`config.mk`:
```
export PLATFORM = sky130hd
export DESIGN_NAME = hd_access_sequencer
export DESIGN_NICKNAME = d
export VERILOG_FILES = /design/src/rtl/hd_access_sequencer.sv
export SDC_FILE = /design/constraint.sdc
export NUM_CORES = 1
export LEC_CHECK = 0
export CAP_MARGIN = 20
export CORE_UTILIZATION = 37
export DETAILED_ROUTE_END_ITERATION = 7
export GPL_TIMING_DRIVEN = 1
export PLACE_DENSITY = 0.87
export SYNTH_ARGS = -nofsm -noshare
export SYNTH_HDL_FRONTEND = slang
export SYNTH_SLANG_ARGS = --single-unit
```
`constraint.sdc`:
```
create_clock -name clk -period 1.5 [get_ports clk]
set_clock_uncertainty 0.1 [all_clocks]
set_input_delay 0.225 -clock clk [delete_from_list [all_inputs] [get_ports clk]]
set_output_delay 0.225 -clock clk [all_outputs]
set_load 0.02 [all_outputs]
```
`src/rtl/hd_access_sequencer.sv`:
```
// HD syscall sequencer: stalls the CPU while it runs one req/ready access to the
// HD model, captures read data, pulses write-back/done, and bounds each access.
module hd_access_sequencer #(
  parameter int ADDR_W  = 12,
  parameter int DATA_W  = 32,
  parameter int TIMEOUT = 255
) (
  input  logic              clk,
  input  logic              rst_n,
  input  logic              start_rd,
  input  logic              start_wr,
  input  logic [ADDR_W-1:0] addr,
  input  logic [DATA_W-1:0] wdata,
  input  logic              hd_ready,
  input  logic [DATA_W-1:0] hd_rdata,
  output logic              hd_req,
  output logic              hd_we,
  output logic [ADDR_W-1:0] hd_addr,
  output logic [DATA_W-1:0] hd_wdata,
  output logic [DATA_W-1:0] rdata_out,
  output logic              wb_en,
  output logic              stall,
  output logic              done,
  output logic              timeout_err
);

  localparam int CNT_W = (TIMEOUT < 1) ? 1 : $clog2(TIMEOUT + 1);
  localparam logic [CNT_W-1:0] CNT_LAST = CNT_W'(TIMEOUT - 1);

  typedef enum logic [1:0] {IDLE, REQ, DONE, ERR} state_t;

  state_t            state_reg, state_next;
  logic [CNT_W-1:0]  cnt_reg, cnt_next;
  logic              req_reg, req_next;
  logic              we_reg, we_next;
  logic [ADDR_W-1:0] addr_reg, addr_next;
  logic [DATA_W-1:0] wdata_reg, wdata_next;
  logic [DATA_W-1:0] rdata_reg, rdata_next;
  logic              wb_en_reg, wb_en_next;
  logic              done_reg, done_next;
  logic              terr_reg, terr_next;

  always_ff @(posedge clk or negedge rst_n) begin
    if (!rst_n) begin
      state_reg <= IDLE;
      cnt_reg   <= '0;
      req_reg   <= 1'b0;
      we_reg    <= 1'b0;
      addr_reg  <= '0;
      wdata_reg <= '0;
      rdata_reg <= '0;
      wb_en_reg <= 1'b0;
      done_reg  <= 1'b0;
      terr_reg  <= 1'b0;
    end else begin
      state_reg <= state_next;
      cnt_reg   <= cnt_next;
      req_reg   <= req_next;
      we_reg    <= we_next;
      addr_reg  <= addr_next;
      wdata_reg <= wdata_next;
      rdata_reg <= rdata_next;
      wb_en_reg <= wb_en_next;
      done_reg  <= done_next;
      terr_reg  <= terr_next;
    end
  end

  // done/wb_en are computed on the transition so they are high exactly in DONE/ERR.
  always_comb begin
    state_next = state_reg;
    cnt_next   = cnt_reg;
    req_next   = req_reg;
    we_next    = we_reg;
    addr_next  = addr_reg;
    wdata_next = wdata_reg;
    rdata_next = rdata_reg;
    terr_next  = terr_reg;
    wb_en_next = 1'b0;
    done_next  = 1'b0;
    case (state_reg)
      IDLE: begin
        if (start_wr || start_rd) begin
          addr_next  = addr;
          wdata_next = wdata;
          we_next    = start_wr;
          req_next   = 1'b1;
          cnt_next   = '0;
          state_next = REQ;
        end
      end
      REQ: begin
        if (hd_ready) begin
          req_next = 1'b0;
          if (!we_reg) rdata_next = hd_rdata;
          done_next  = 1'b1;
          wb_en_next = !we_reg;
          state_next = DONE;
        end else if (cnt_reg == CNT_LAST) begin
          req_next   = 1'b0;
          terr_next  = 1'b1;
          rdata_next = '0;
          done_next  = 1'b1;
          state_next = ERR;
        end else begin
          cnt_next = cnt_reg + CNT_W'(1);
        end
      end
      DONE:    state_next = IDLE;
      ERR:     state_next = IDLE;
      default: state_next = IDLE;
    endcase
  end

  // Released in DONE/ERR so the PC moves on and the syscall is not retriggered.
  assign stall = ((state_reg == IDLE) && (start_rd || start_wr)) || (state_reg == REQ);

  assign hd_req      = req_reg;
  assign hd_we       = we_reg;
  assign hd_addr     = addr_reg;
  assign hd_wdata    = wdata_reg;
  assign rdata_out   = rdata_reg;
  assign wb_en       = wb_en_reg;
  assign done        = done_reg;
  assign timeout_err = terr_reg;

endmodule
```
==> impl_metrics.py, run 1 <==
metrics = {
    "pwr": {
        "power_leakage_uw": 0.00298,
        "irDropWorstVdd_v": 0.000796,
        "cellPowerDensity_nw_per_um2": 1900,
        "p_total_uw": 11900,
    },
    "setup_path": {
        "crit_type": "flip-flop to flip-flop",
        "cpPeakStageDelay_ps": 400,
        "slowest_stage": "dfrtp_1",
        "start_kind": "flip-flop",
        "critPathMaxFanout": 4,
        "reg2reg_to": "cnt_reg[4]",
        "required_ps": 1640,
        "crit_chain": "inv_1, ha_2, nand3_4, nor3_4, buf_6, or3_4, a32o_1",
        "crit_arrival_ps": 1860,
        "crit_start": "cnt_reg[0]",
        "r2r-start": "cnt_reg[0]",
        "rr_worst_depth": 7,
        "reg2reg_slack_ps": -220,
        "cp-end-kind": "flip-flop",
    },
    "yosys": {
        "synth_area_sq_um": 3590,
        "yosysTopAreaCellShare": 0.635,
        "yosysWarnings": 0,
        "synth_compound_area_frac": 0.129,
        "yosysSeqAreaShare": 0.635,
        "synth_top_cell_by_area": "dfrtp_1",
        "syn_nets": 326,
        "synth_adder_area_share": 0.00698,
        "synth_top_family_by_area": "multiplexers",
        "synth_area_leaders": "dfrtp_1, mux2_2, a22o_1, buf_6, o31ai_1",
        "synth_xor_area_frac": 0,
        "synth-simple-area-share": 0.0541,
        "yosys_register_bits": 91,
        "synth_cell_types": 36,
        "avgSynthCellArea_sq_um": 14.8,
        "muxShareOfSynthArea": 0.138,
        "synth_cells": 243,
    },
    "timing": {
        "hold_ws_ps": 213,
        "period_share": 1.15,
        "setup_viol": 85,
        "final_max_slew_viol_count": 0,
        "worst-slew-pin-transition_ps": 348,
        "finalSetupTns_ps": -13820,
        "rsz0062_at_grt": "true",
        "fin_ws_ps": -222,
        "fmax_mhz": 581,
        "post-route-min-period_ps": 1720,
        "finalHoldViolCount": 0,
        "max_slew_margin": 0.768,
    },
    "clock_tree": {
        "cts_buffers": 9,
        "clock-sinks": 91,
        "cts_tree": "yes",
        "clock_latency_ps": 350,
        "cts_root_buf": "clkbuf_8",
        "cts_buffer_depth": 2,
        "htreeDepth": 3,
        "cts.clk_slew.worst_paths_ps": 100,
    },
    "hold_path": {
        "min_path_type": "input pin to asynchronous set/reset pin",
    },
    "placed_design": {
        "dp_slack_ps": -489,
        "place_area_sq_um": 5530,
        "gp_congestion": 0.810,
        "io_buffer_count": 162,
        "dp_hpwl_mm": 6.61,
    },
    "floorplanning": {
        "die_width_microns": 100,
        "coreArea_sq_um": 9330,
        "start_util": 0.385,
        "dieArea_sq_um": 10100,
        "die_h_microns": 100,
        "std_cell_rows": 35,
        "ios": 163,
    },
    "route": {
        "detail_route.vias_per_cell": 4.99,
        "drt_pre_antenna_iters": 4,
        "drt_iter0_markers": 76,
        "post_drt_wl_per_cell_microns": 18.7,
        "vias": 2887,
        "ant_nets": 0,
        "drt-total-wl_mm": 10.8,
        "drc_errors": 0,
    },
    "layout": {
        "final_nets": 528,
        "syn_to_final_growth_pct": 73.5,
        "layout-drive-gt1-share": 0.301,
        "fin_area_sq_um": 6220,
        "antennaDiodeCount": 0,
    },
    "global_routing": {
        "grt-ovfl-total": 0,
        "grt_util_all_layers": 0.208,
        "grt_max_degree": 40,
        "grt_pass1_wl_mm": 16.0,
        "antenna_found_initial": 0,
        "grt_pass1_vias": 3123,
    },
    "outcome": {
        "status": "finished, violations left",
        "violations": "setup timing",
    },
    "run": {
        "drv_cap": 0,
    },
}
cells by family (layout without fill, tap and decap cells):
group / Yosys count / after routing
mux: 44 / 44
buf+inv: 19 / 225
simple gates: 31 / 31
flops: 91 / 91
fa+ha+maj: 2 / 2
compound gates: 56 / 56
worst max-delay path by stage:
stage	cells after the start	slack (ps)	endpoint
6_report	7	-220	cnt_reg[4]
5_1_grt	7	-260	cnt_reg[4]
4_1_cts	7	-180	cnt_reg[4]
3_5_place_dp	5	-490	hd_addr[11]
3_3_place_gp	5	-440	hd_wdata[21]
2_1_floorplan	3	-50	hd_addr[0]
placed cells by master (no fill, tap or decap), types with 3 or more instances in the layout:
| master | n |
|---|---|
| dfrtp_1 | 89 |
| buf_12 | 8 |
| buf_4 | 23 |
| inv_1 | 4 |
| a21o_1 | 3 |
| clkdlybuf4s50_1 | 79 |
| clkbuf_8 | 10 |
| nor3_4 | 3 |
| clkbuf_16 | 3 |
| a22o_1 | 34 |
| nand2_1 | 3 |
| o31ai_4 | 5 |
| mux2_4 | 44 |
| nor2_1 | 8 |
| buf_6 | 7 |
| dlygate4sd2_1 | 81 |
what timing repair did:
action | CTS | global route
endpoints found under the hold margin | 65 | 0
endpoints found under the setup margin | 167 | 87
hold buffers | 1 | 0
pin swaps | 11 | 7
gates cloned | 3 | 4
resized for setup | 130 | 39
buffers inserted | 13 | 1
synth_stat cells, drive strengths merged:
cell type   n
or2         1
a31oi       1
nand2b      2
a32o        1
dfrtp      91
nand2       3
o41ai       2
mux2       44
o21ai       4
and3        2
a21o        3
o31ai       7
nor2b       2
buf        13
nor2       10
ha          2
a211o       1
a22o       34
inv         5
nand3       3
clkbuf      1
nand4       1
or3         1
nor4        1
a21oi       3
and4        1
nor3        4
routing by layer:
metal,vias to the layer above,track usage,part of all wire
met1,1469,0.242,0.43
met3,15,0.0555,0.046
met5,-,0,0
li1,1306,-,-
met4,0,0.0535,0.014
met2,97,0.378,0.51
critical path: cells and delay by family (launching register included):
family,cells,cell delay [ps]
adders and majority gates,1,200
buffers and inverters,2,200
and+or+nand+nor,3,500
DFF,1,400
AOI/OAI and AO/OA,1,220
stage by stage:
step,util,instances
after global routing,0.667,578
after floorplan,-,243
after detailed placement,0.593,544
final,0.667,578
after CTS,0.645,576
after global placement,0.593,544
where the power goes:
part           internal (uW)  switching, uW  total, uW
Combinational           3050           2950       6000
Sequential              3520            625       4150
Clock                    816            884       1700
final cells by class:
class	count	area [sq um]
sequential	91	2280
clock buffer	10	138
timing repair buffer	205	2070
tap	129	161
clock inverter	5	62.6
inverter	5	18.8
multi-input combinational	133	1500
fill	708	3100
Power figures use the tool's default switching activity.
==> run 2: changes to the inputs <==
--- a/config.mk
+++ b/config.mk
@@ -5,11 +5,11 @@
 export SDC_FILE = /design/constraint.sdc
 export NUM_CORES = 1
 export LEC_CHECK = 0
-export CAP_MARGIN = 20
 export CORE_UTILIZATION = 37
 export DETAILED_ROUTE_END_ITERATION = 7
 export GPL_TIMING_DRIVEN = 1
 export PLACE_DENSITY = 0.87
+export SLEW_MARGIN = 5
 export SYNTH_ARGS = -nofsm -noshare
 export SYNTH_HDL_FRONTEND = slang
 export SYNTH_SLANG_ARGS = --single-unit
==> results of run 2 <==
Same layout as run 1: the final DEF is identical, and so are final timing and power.
